<file path="src/rtl/pdp1_terminal_glyph_fetch_pkg.sv">
// Shared constants for the PDP-1 terminal glyph fetch path: glyph geometry,
// ROM address split and fetch FSM state encoding.
package pdp1_terminal_pkg;

  localparam int GLYPH_W  = 16;
  localparam int ROW_BITS = 4;
  localparam int ADDR_W   = 12;
  localparam int CODE_W   = ADDR_W - ROW_BITS;
  localparam int CNT_W    = $clog2(GLYPH_W + 1);

  localparam logic [1:0] ST_IDLE = 2'd0;
  localparam logic [1:0] ST_WAIT = 2'd1;
  localparam logic [1:0] ST_FULL = 2'd2;

  // The character code selects the glyph and the row indexes within it.
  function automatic logic [ADDR_W-1:0] glyph_addr(input logic [CODE_W-1:0] code,
                                                   input logic [ROW_BITS-1:0] row);
    return {code, row};
  endfunction

endpackage

</file>
<file path="src/rtl/pdp1_terminal_glyph_fetch_if.sv">
// Character request channel: a (code, row) pair offered with valid/ready.
interface pdp1_terminal_glyph_fetch_if;
  import pdp1_terminal_pkg::*;

  logic                char_valid;
  logic                char_ready;
  logic [CODE_W-1:0]   char_code;
  logic [ROW_BITS-1:0] char_row;

  modport master (
    output char_valid,
    output char_code,
    output char_row,
    input  char_ready
  );

  modport slave (
    input  char_valid,
    input  char_code,
    input  char_row,
    output char_ready
  );

endinterface

</file>
<file path="src/rtl/pdp1_terminal_glyph_fetch_shifter.sv">
// Pixel serialiser: loads a glyph row from the prefetch buffer and shifts it
// out MSB-first, one pixel per pixel_en.
module pdp1_glyph_shifter
  import pdp1_terminal_pkg::*;
(
  input  logic               clock,
  input  logic               reset_n,
  input  logic               buffer_full,
  input  logic [GLYPH_W-1:0] buffer_data,
  input  logic               pixel_en,
  output logic               load,
  output logic               pixel_out,
  output logic               pixel_valid,
  output logic               glyph_start,
  output logic               underrun
);

  logic [GLYPH_W-1:0] shreg;
  logic [CNT_W-1:0]   count;

  // Reloading while the last pixel is consumed keeps consecutive rows gapless.
  assign load = buffer_full &&
                ((count == '0) || ((count == CNT_W'(1)) && pixel_en));

  always_ff @(posedge clock or negedge reset_n) begin
    if (!reset_n) begin
      shreg <= '0;
      count <= '0;
    end else if (load) begin
      shreg <= buffer_data;
      count <= CNT_W'(GLYPH_W);
    end else if (pixel_en && (count != '0)) begin
      shreg <= {shreg[GLYPH_W-2:0], 1'b0};
      count <= count - CNT_W'(1);
    end
  end

  assign pixel_valid = (count != '0);
  assign pixel_out   = pixel_valid && shreg[GLYPH_W-1];
  assign glyph_start = load;
  assign underrun    = pixel_en && (count == '0) && !load;

endmodule

</file>
<file path="src/rtl/pdp1_terminal_glyph_fetch.sv">
// FIO-DEC character ROM sequencer: accepts (code, row) requests, waits out the
// ROM latency, prefetches one glyph row and hands it to the pixel shifter.
module pdp1_terminal_glyph_fetch
  import pdp1_terminal_pkg::*;
#(
  parameter int ROM_LATENCY = 1
) (
  input  logic                clock,
  input  logic                reset_n,
  pdp1_terminal_glyph_fetch_if.slave req,
  output logic [ADDR_W-1:0]   rom_address,
  input  logic [GLYPH_W-1:0]  rom_q,
  input  logic                pixel_en,
  output logic                pixel_out,
  output logic                pixel_valid,
  output logic                glyph_start,
  output logic                underrun
);

  localparam logic [1:0] LATENCY_LOAD = 2'(ROM_LATENCY);

  logic [1:0]         state;
  logic [1:0]         wait_cnt;
  logic [GLYPH_W-1:0] buffer;
  logic               load;

  assign req.char_ready = (state == ST_IDLE);

  // The counter reaches zero one edge before the capture, so capture lands
  // ROM_LATENCY + 1 edges after the accept edge.
  always_ff @(posedge clock or negedge reset_n) begin
    if (!reset_n) begin
      state       <= ST_IDLE;
      wait_cnt    <= '0;
      rom_address <= '0;
      buffer      <= '0;
    end else begin
      case (state)
        ST_IDLE: begin
          if (req.char_valid) begin
            rom_address <= glyph_addr(req.char_code, req.char_row);
            wait_cnt    <= LATENCY_LOAD;
            state       <= ST_WAIT;
          end
        end
        ST_WAIT: begin
          if (wait_cnt == '0) begin
            buffer <= rom_q;
            state  <= ST_FULL;
          end else begin
            wait_cnt <= wait_cnt - 2'd1;
          end
        end
        ST_FULL: begin
          if (load) begin
            state <= ST_IDLE;
          end
        end
        default: state <= ST_IDLE;
      endcase
    end
  end

  pdp1_glyph_shifter u_shifter (
    .clock       (clock),
    .reset_n     (reset_n),
    .buffer_full (state == ST_FULL),
    .buffer_data (buffer),
    .pixel_en    (pixel_en),
    .load        (load),
    .pixel_out   (pixel_out),
    .pixel_valid (pixel_valid),
    .glyph_start (glyph_start),
    .underrun    (underrun)
  );

endmodule

</file>
<file path="src/flat_wrapper.sv">
// flat-port wrapper written by rule: the top's interface ports become plain ports
module pdp1_terminal_glyph_fetch_flat import pdp1_terminal_pkg::*;
#(
  parameter int ROM_LATENCY = 1
)
  (clock, reset_n, rom_address, rom_q, pixel_en, pixel_out, pixel_valid, glyph_start, underrun, req_char_valid, req_char_code, req_char_row, req_char_ready);
  pdp1_terminal_glyph_fetch_if req_i ();
  input  logic clock;
  input  logic reset_n;
  output logic [ADDR_W-1:0] rom_address;
  input  logic [GLYPH_W-1:0] rom_q;
  input  logic pixel_en;
  output logic pixel_out;
  output logic pixel_valid;
  output logic glyph_start;
  output logic underrun;
  input wire logic [$bits(req_i.char_valid)-1:0] req_char_valid;
  input wire logic [$bits(req_i.char_code)-1:0] req_char_code;
  input wire logic [$bits(req_i.char_row)-1:0] req_char_row;
  output wire logic [$bits(req_i.char_ready)-1:0] req_char_ready;
  assign req_i.char_valid = req_char_valid;
  assign req_i.char_code = req_char_code;
  assign req_i.char_row = req_char_row;
  assign req_char_ready = req_i.char_ready;
  pdp1_terminal_glyph_fetch #(.ROM_LATENCY(ROM_LATENCY)) u_core (.clock(clock), .reset_n(reset_n), .req(req_i), .rom_address(rom_address), .rom_q(rom_q), .pixel_en(pixel_en), .pixel_out(pixel_out), .pixel_valid(pixel_valid), .glyph_start(glyph_start), .underrun(underrun));
endmodule
</file>
<file path="config.mk">
export PLATFORM = sky130hd
export DESIGN_NAME = pdp1_terminal_glyph_fetch_flat
export DESIGN_NICKNAME = d
export VERILOG_FILES = /design/src/rtl/pdp1_terminal_glyph_fetch_pkg.sv /design/src/rtl/pdp1_terminal_glyph_fetch_if.sv /design/src/rtl/pdp1_terminal_glyph_fetch_shifter.sv /design/src/rtl/pdp1_terminal_glyph_fetch.sv /design/src/flat_wrapper.sv
export SDC_FILE = /design/constraint.sdc
export NUM_CORES = 1
export LEC_CHECK = 0
export ABC_CLOCK_PERIOD_IN_PS = 2800
export BUFFER_PORTS_ARGS = -buffer_cell sky130_fd_sc_hd__buf_2
export CAP_MARGIN = 0
export CORE_ASPECT_RATIO = 1.2
export CORE_MARGIN = 2
export CORE_UTILIZATION = 53
export DETAILED_ROUTE_END_ITERATION = 10
export GPL_TIMING_DRIVEN = 0
export PLACE_DENSITY = 0.78
export SLEW_MARGIN = 20
export SYNTH_ARGS = -nofsm -noshare
export SYNTH_HDL_FRONTEND = slang
export SYNTH_SLANG_ARGS = --single-unit
</file>
<file path="constraint.sdc">
create_clock -name clock -period 2.8 [get_ports clock]
set_input_delay 0.56 -clock clock [delete_from_list [all_inputs] [get_ports clock]]
set_output_delay 0.56 -clock clock [all_outputs]
set_load 0.01 [all_outputs]
</file>
# --- Word level (Yosys, flattened, before mapping) ---
# Cells that the tools add are included.
op_classes:
  bitwise: 0
  n_eq_ne: 7
  multipliers: 0
  n_reduce_logical: 18
  order_cmp: 0
  mux: 10
  add_sub_neg: 2
  n_div: 0
  n_shift: 0
ops:
  columns: ["op", "n"]
  rows:
  - ["$mux W16", 2]
  - ["$mux W5", 2]
  - ["$mux W2", 4]
  - ["$logic_and A1 B1 Y1", 6]
  - ["$pmux W2 S3", 1]
  - ["$reduce_and A3 Y1", 2]
  - ["$eq A5 B1 Y1 const B", 1]
  - ["$logic_not A5 Y1", 1]
  - ["$reduce_bool A5 Y1", 1]
  - ["$sub A5 B1 Y5 const B", 1]
  - ["$logic_not A2 Y1", 2]
  - ["$ne A2 B1 Y1 const B", 2]
  - ["$ne A2 B2 Y1 const B", 2]
  - ["$pmux W2 S2", 1]
  - ["$reduce_and A2 Y1", 2]
  - ["$reduce_bool A2 Y1", 2]
  - ["$eq A2 B1 Y1 const B", 1]
  - ["$eq A2 B2 Y1 const B", 1]
  - ["$sub A2 B1 Y2 const B", 1]
  - ["$logic_not A1 Y1", 1]
  - ["$logic_or A1 B1 Y1", 1]
totals:
  romBits: 0
  elab_cells: 43
  register_bits: 53
  ramBits: 0
  input_bits: 32
  out_inout_bits: 17
  n_memories: 0
  latchBits: 0

# --- Depth between registers and ports, before layout ---
# Gate-level depths: netlist of run 1.
logic_depth:
  depth_word: 6
  depth_mapped: 8
  ltp_nobuf: 7

# --- Modules after synthesis ---
# From an unflattened synthesis of run 1, not the netlist that was laid out.
unflattened:
  cells_unflattened: 183
  hier_area_um2: 2391.0
by_module_without_submodules:
  columns: ["mod", "area_each_um2", "seq_area_each_um2", "n_inst", "cells_each"]
  rows:
  - ["pdp1_terminal_glyph_fetch", 1330.0, 800.8, 1, 80]
  - ["pdp1_glyph_shifter", 1061.0, 525.5, 1, 103]

# --- Least setup slack after synthesis of run 1 ---
# Ideal clock, no wire load.
synth_path:
  path_kind: "register to output"
  start: "register u_core.u_shifter.count[0]"
  end: "output glyph_start"
  t_required_ps: 2240
  arrival_ps: 1391
  path_buffers: 1
  path_stages_with_launch: 7
  slack_ps: 849
  path_cell_list: "dfrtp_1 -> inv_1 -> ha_1 -> a21oi_1 -> nand3b_1 -> inv_2 -> buf_2"
synth_between:
  elab_chain_len: 4
  elab_cells_between_ends: 5
  cone_classes: "eq/ne (1); reduce/logical (4)"
synth_lines:
  columns: ["element", "line_no", "rtl"]
  rows:
  - ["start: declaration", "pdp1_terminal_glyph_fetch_shifter.sv:19", "logic [CNT_W-1:0] count;"]
  - ["start signal: assignment", "pdp1_terminal_glyph_fetch_shifter.sv:31", "count <= CNT_W'(GLYPH_W);"]
  - ["start signal: assignment", "pdp1_terminal_glyph_fetch_shifter.sv:34", "count <= count - CNT_W'(1);"]
  - ["$eq A5 B1 Y1", "pdp1_terminal_glyph_fetch_shifter.sv:23", "((count == '0) || ((count == CNT_W'(1)) && pixel_en));"]
  - ["$logic_and A1 B1 Y1", "pdp1_terminal_glyph_fetch_shifter.sv:23", null]
  - ["$logic_or A1 B1 Y1 (*)", "pdp1_terminal_glyph_fetch_shifter.sv:23", null]
  - ["$logic_and A1 B1 Y1 (*)", "pdp1_terminal_glyph_fetch_shifter.sv:22", "assign load = buffer_full &&"]
  - ["end: declaration", "flat_wrapper.sv:15", "output logic glyph_start;"]
# Mark *: on every way between the ends. The rest lies on a longest branch, timed or not.

# --- Worst setup path after layout of run 1 ---
# Ends and elaborated chain as after synthesis.

==> results of run 1 <==
==> sequential cells by signal (all words and copies together) (netlist names) <==
register and cells:
u_core.buffer 16, u_core.u_shifter.shreg 16, u_core.rom_address 12, u_core.u_shifter.count 5, u_core.state 2, u_core.wait_cnt 2
==> per-layer routing <==
layer | routed length [um] | vias up | track usage (%)
met5 | 0 | - | 0
met4 | 44 | 0 | 5.07
met3 | 222 | 6 | 4.43
met2 | 2000 | 54 | 32.3
met1 | 1810 | 764 | 23.6
li1 | - | 765 | -
==> final timing paths <==
kind,start,endpoint,cells past startpoint
worst max-delay path,u_core.u_shifter.count[0],glyph_start,7
max in group asynchronous,reset_n,u_core.rom_address[0],1
min in group clock,req_char_code[4],u_core.rom_address[8],2
worst min-delay path,reset_n,u_core.rom_address[2],1
worst max register to register,u_core.u_shifter.count[0],u_core.u_shifter.shreg[12],7
worst min register to register,u_core.rom_address[7],u_core.rom_address[7],1
==> timing repair <==
item,4_1_cts,5_1_grt
setup endpoints to repair,0,1
setup buffers,0,2
hold buffers,0,0
==> Yosys cell counts (2+ instances only) <==
cell type | number | area (um^2)
clkbuf_1 | 2 | 7.51
ha_1 | 4 | 50.1
a22oi_1 | 11 | 82.6
nand3_1 | 12 | 60.1
a21oi_1 | 3 | 15.0
nor2_1 | 9 | 33.8
o22ai_1 | 5 | 31.3
nand3b_1 | 2 | 15.0
nand2_1 | 14 | 52.6
inv_1 | 7 | 26.3
o21ai_1 | 3 | 15.0
mux2_1 | 7 | 78.8
nor3_1 | 7 | 35.0
nor2b_1 | 2 | 12.5
mux2_2 | 23 | 259
dfrtp_1 | 53 | 1330
buf_2 | 4 | 20.0
==> critical path, delay by kind of cell, from the launching register on <==
family | cells | cell delay [ps]
buffers and inverters | 4 | 750
DFF | 1 | 440
and+or+nand+nor | 1 | 280
adders and majority gates | 1 | 180
AOI/OAI and AO/OA | 1 | 60
==> metrics by stage <==
stage	power [uW]	util (%)	setup slack, ps	cell area (um^2)
floorplan	2040	-	849	2250
global placement	2300	61.6	364	2560
detailed placement	2360	61.7	349	2570
CTS	2770	63.7	32.8	2650
global route	2960	64.1	81.7	2670
finish	2740	64.1	244	2670
==> cells in the final DEF (no fill, tap or decap), types with 2 or more instances in the layout <==
| master | Yosys | final |
|---|---|---|
| nand3_1 | 12 | 12 |
| clkbuf_1 | 2 | 2 |
| nor2_1 | 9 | 9 |
| nand2_1 | 14 | 14 |
| a22oi_1 | 11 | 11 |
| mux2_2 | 23 | 23 |
| dfrtp_1 | 53 | 53 |
| clkinv_2 | 0 | 2 |
| buf_4 | 1 | 4 |
| clkbuf_8 | 0 | 5 |
| nand3b_1 | 2 | 2 |
| a21oi_1 | 3 | 3 |
| nor2b_1 | 2 | 2 |
| o22ai_1 | 5 | 5 |
| o21ai_1 | 3 | 3 |
| ha_1 | 4 | 4 |
| mux2_1 | 7 | 7 |
| buf_2 | 4 | 51 |
| nor3_1 | 7 | 7 |
| inv_1 | 7 | 7 |
==> cell type report <==
type | count | area [um^2]
clock inverters | 3 | 17.5
clock buffers | 5 | 68.8
inverters | 8 | 30.0
flip-flops and latches | 53 | 1330
plain buffers | 7 | 35.0
well taps | 56 | 70.1
multi-input cells | 115 | 863
fillers | 353 | 1500
repair buffers | 50 | 258
==> logic make-up after synthesis <==
logic type               after synthesis  synth area share, %
AO/OA/AOI/OAI                         28                 8.38
adder cells (fa/ha/maj)                4                 2.22
buffers and inverters                 15                 2.89
flip-flops                            53                 58.8
multiplexers                          31                 15.6
AND/OR/NAND/NOR                       52                 12.1
==> power by group <==
part | total (uW) | internal, uW | switching (uW)
logic | 955 | 504 | 451
registers | 1380 | 1130 | 242
clock network | 409 | 173 | 236
==> flow_metrics.py, run 1 <==
metrics = {
    "status": {
        "status": "complete, no violations",
    },
    "cts": {
        "cts_tree": "built",
        "clk_latency_ps": 300,
        "ctsHtreeMaxLevel": 2,
        "clock_path_buffers": 2,
        "cts_buffers": 5,
        "cts.repair.resized": 0,
        "clk_pin_slew_ps": 90,
        "clock-sinks": 53,
        "clockRootBuffer": "clkbuf_8",
    },
    "yosys": {
        "syn-num-nets": 219,
        "ys.flop_type": "dfrtp_1",
        "synthCells": 183,
        "syn_area_um2": 2250,
        "yosys_register_bits": 53,
        "synth_edf_count": 0,
        "synthArstFlopShare_pct": 100,
        "yosysUniqueCellTypes": 32,
        "synth_area_per_cell_um2": 12.3,
        "seq_area_frac_synth_pct": 58.8,
        "yosysWarningCount": 0,
    },
    "layout": {
        "final_nets": 276,
        "antennaDiodeCount": 0,
        "areaGrowthSynthToFinish_pct": 18.4,
        "drive_gt1_share_pct": 37.3,
        "finalNonFillerCells": 297,
    },
    "sta": {
        "slew_viol_final": 0,
        "fin_tns_setup_ps": 0,
        "fmax_mhz": 391,
        "slew_headroom_pct": 57.8,
        "setup_viol": 0,
        "fin_crit_ps": 2560,
        "skew_ps": 6.75,
        "final.period_utilization_pct": 91.3,
        "rsz0062_at_grt": "no",
        "fin_hold_ws_ps": 268,
        "worstMarginPinSlew_ps": 621,
        "hold_violations": 0,
    },
    "setup_path": {
        "crit_top_cell": "buf_2",
        "cp_cell_sequence": "inv_1, ha_1, a21oi_1, nand3b_1, inv_2, buf_2, buf_2",
        "worstSetupPathType": "reg2out",
        "start_kind": "register",
        "cpPeakStageDelay_ps": 440,
        "slowest_stage": "dfrtp_1",
        "required_ps": 2240,
        "crit_arrival_ps": 2000,
        "endpoint_kind": "output port",
        "ff2ff_setup_slack_ps": 520,
        "cp_max_fo": 10,
    },
    "floorplanning": {
        "start_util_pct": 54.1,
        "io_pins": 49,
        "die_w_um": 63.5,
        "rows": 26,
        "dieHeight_um": 75.5,
        "die_area_um2": 4790,
        "core-area_um2": 4160,
    },
    "flow_run": {
        "drv_cap": 0,
    },
    "global_route": {
        "antenna_found_initial": 0,
        "grt_pass1_vias": 1543,
        "grt_usage_pct": 18.5,
        "grt.overflow.total": 0,
        "grt_pass1_wl_mm": 6.82,
        "grt_max_degree": 54,
    },
    "route": {
        "postRouteAntennaNets": 0,
        "drt_pass1_iterations": 4,
        "vias": 1589,
        "wirelength_mm": 4.08,
        "drt-wirelength-per-cell_um": 13.7,
        "drc": 0,
        "drt_iter0_drc": 50,
        "drt-vias-per-instance": 5.35,
    },
    "placement": {
        "gp_congestion": 0.748,
        "port_buffers": 48,
        "dp_hpwl_mm": 2.92,
        "dpl.cell_count": 287,
    },
    "worst_hold_path": {
        "hold_path.class": "in2async",
    },
    "power": {
        "p_leak_uw": 0.00129,
        "ir_drop_v": 0.000563,
        "p_per_area_nw_per_um2": 1030,
    },
}
No activity file was read; power rests on OpenSTA's default activity.
==> run 2, diff against run 1 <==
- GPL_ROUTABILITY_DRIVEN: unset -> 0
- SYNTH_HIERARCHICAL: unset -> 1
==> flow_metrics.py, run 2 <==
metrics = {
    "floorplanning": {
        "rows": 26,
        "io_pins": 49,
        "die_area_um2": 5070,
        "start_util_pct": 55.7,
        "die_w_um": 65.3,
        "core-area_um2": 4290,
        "dieHeight_um": 77.6,
    },
    "sta": {
        "slew_viol_final": 0,
        "fin_crit_ps": 2510,
        "rsz0062_at_grt": "no",
        "slew_headroom_pct": 58.0,
        "fin_tns_setup_ps": 0,
        "worstMarginPinSlew_ps": 630,
        "skew_ps": 6.31,
        "hold_violations": 0,
        "final.period_utilization_pct": 89.8,
        "setup_viol": 0,
        "fmax_mhz": 398,
    },
    "cts": {
        "cts_buffers": 5,
        "clockRootBuffer": "clkbuf_8",
        "post_cts_buffers": 0,
        "cts.repair.resized": 0,
        "clock-sinks": 53,
        "clock_path_buffers": 2,
        "cts_tree": "built",
        "clk_latency_ps": 300,
        "clk_pin_slew_ps": 90,
        "ctsHoldBuffers": 0,
        "ctsHtreeMaxLevel": 2,
    },
    "layout": {
        "fill_cells": 362,
        "antennaDiodeCount": 0,
        "final-seq-area_um2": 1330,
        "multi_input_area_um2": 963,
        "reg_top3": "u_core/buffer x16, u_core/u_shifter/shreg x16, u_core/rom_address x12",
        "drive_gt1_share_pct": 40.2,
        "areaGrowthSynthToFinish_pct": 16.4,
        "final_common_cell": "dfrtp_1",
        "fin_area_um2": 2780,
        "final_cell_mix": "dfrtp_1 (53), buf_2 (52), mux2_2 (20)",
        "final_nets": 274,
    },
    "setup_path": {
        "reg2reg_from": "u_core/u_shifter/count[0]",
        "worstRegToRegCells": 7,
        "r2r_end": "u_core/u_shifter/count[3]",
        "endpoint_kind": "output port",
        "ff2ff_setup_slack_ps": 610,
        "required_ps": 2240,
        "worstSetupPathType": "reg2out",
        "crit_arrival_ps": 1950,
        "start_kind": "register",
        "cp_max_fo": 5,
    },
    "yosys": {
        "yosys_register_bits": 53,
        "ys.flop_type": "dfrtp_1",
        "synth_edf_count": 0,
        "synth.most_common_cell": "dfrtp_1",
        "synthArstFlopShare_pct": 100,
        "seq_area_frac_synth_pct": 55.5,
        "yosysUniqueCellTypes": 39,
        "syn_area_um2": 2390,
        "synthTopCellsByCount": "dfrtp_1 (53), mux2_2 (20), nand2_1 (18), o21ai_0 (18), mux2i_1 (15)",
        "synth_area_leaders": "dfrtp_1 (55%), mux2_2 (9.4%), mux2i_1 (6.3%), mux2_4 (5.7%), o21ai_0 (3.8%)",
        "yosysWarningCount": 6,
        "synth_area_per_cell_um2": 13.1,
        "yosys.area.top_type": "dfrtp_1",
        "synthCells": 183,
        "synth_top_cell_area_share_pct": 55.5,
        "syn-num-nets": 219,
    },
    "placement": {
        "port_buffers": 48,
        "dpl-instance-area_um2": 2700,
        "dp_hpwl_mm": 2.76,
    },
    "worst_hold_path": {
        "hold_path.class": "in2async",
    },
    "route": {
        "drc": 0,
        "drt-wirelength-per-cell_um": 13.1,
        "vias": 1543,
        "drt-vias-per-instance": 5.23,
        "drt_iter0_drc": 84,
        "wirelength_mm": 3.88,
        "drt_pass1_iterations": 4,
        "postRouteAntennaNets": 0,
    },
    "flow_run": {
        "drv_cap": 0,
    },
    "power": {
        "p_per_area_nw_per_um2": 986,
        "ir_drop_v": 0.000533,
        "p_leak_uw": 0.00144,
    },
    "global_route": {
        "antenna_found_initial": 0,
        "grt_pass1_vias": 1453,
        "grt.overflow.total": 0,
        "grt_max_degree": 54,
        "grt_pass1_wl_mm": 6.45,
        "grt_usage_pct": 16.3,
    },
    "status": {
        "status": "complete, no violations",
    },
}
[run 2: layout make-up]
cell class | instances | area share, %
buffer | 10 | 2.70
clock buffer | 8 | 2.88
inverter | 7 | 0.944
multi-input combinational | 113 | 34.6
sequential | 53 | 47.6
tap | 56 | 2.52
timing repair buffer | 48 | 8.72
[run 2: cell families after synthesis]
logic type                 synth area share [%]
AOI/OAI and AO/OA                          6.70
adders and majority gates                  2.09
buffers and inverters                      4.24
DFF                                        55.5
muxes                                      22.8
and+or+nand+nor                            8.74
[run 2: report_power, final]
part / switching [uW] / internal, uW / total, uW
Clock: 222 / 178 / 400
Combinational: 461 / 586 / 1050
Sequential: 190 / 1110 / 1300
Total: 872 / 1870 / 2740
[run 2: worst max-delay path by stage]
stage                     cells past startpoint                      start                        end  slack (ps)
after floorplan                               5  u_core/u_shifter/count[0]                   underrun         670
after global placement                        7  u_core/u_shifter/count[0]  u_core/u_shifter/count[3]         590
after detailed placement                      7  u_core/u_shifter/count[0]  u_core/u_shifter/count[3]         600
after CTS                                     6  u_core/u_shifter/count[0]                   underrun         270
after global routing                          6  u_core/u_shifter/count[0]                   underrun         110
final                                         6  u_core/u_shifter/count[0]                   underrun         290
[run 2: worst max-delay path, stage by stage (launching register included)]
cell     delay [ps]
dfrtp_1         410
inv_1           120
ha_1            210
or4b_1          420
buf_2           170
nor3b_1         170
buf_2           160
[run 2: through the flow]
step / utilization (%) / worst slack [ps] / hold WS, ps / instances / power (uW)
final: 64.8 / 287 / 260 / 295 / 2740
after global routing: 64.8 / 114 / 331 / 295 / 2950
after CTS: 64.8 / 270 / 306 / 295 / 2780
after detailed placement: 63.0 / 599 / 470 / 287 / 2370
after global placement: 62.9 / 591 / 460 / 287 / 2320
after floorplan: - / 669 / 264 / 183 / 2070
[run 2: layer usage]
layer | part of all wire (%) | up-vias | track usage [%] | wire [um]
met5 | 0 | - | 0 | 0
met4 | 1.3 | 0 | 5.63 | 51
met3 | 6.5 | 6 | 4.49 | 251
met2 | 48 | 48 | 26.4 | 1850
met1 | 45 | 739 | 20.9 | 1730
li1 | - | 750 | - | -
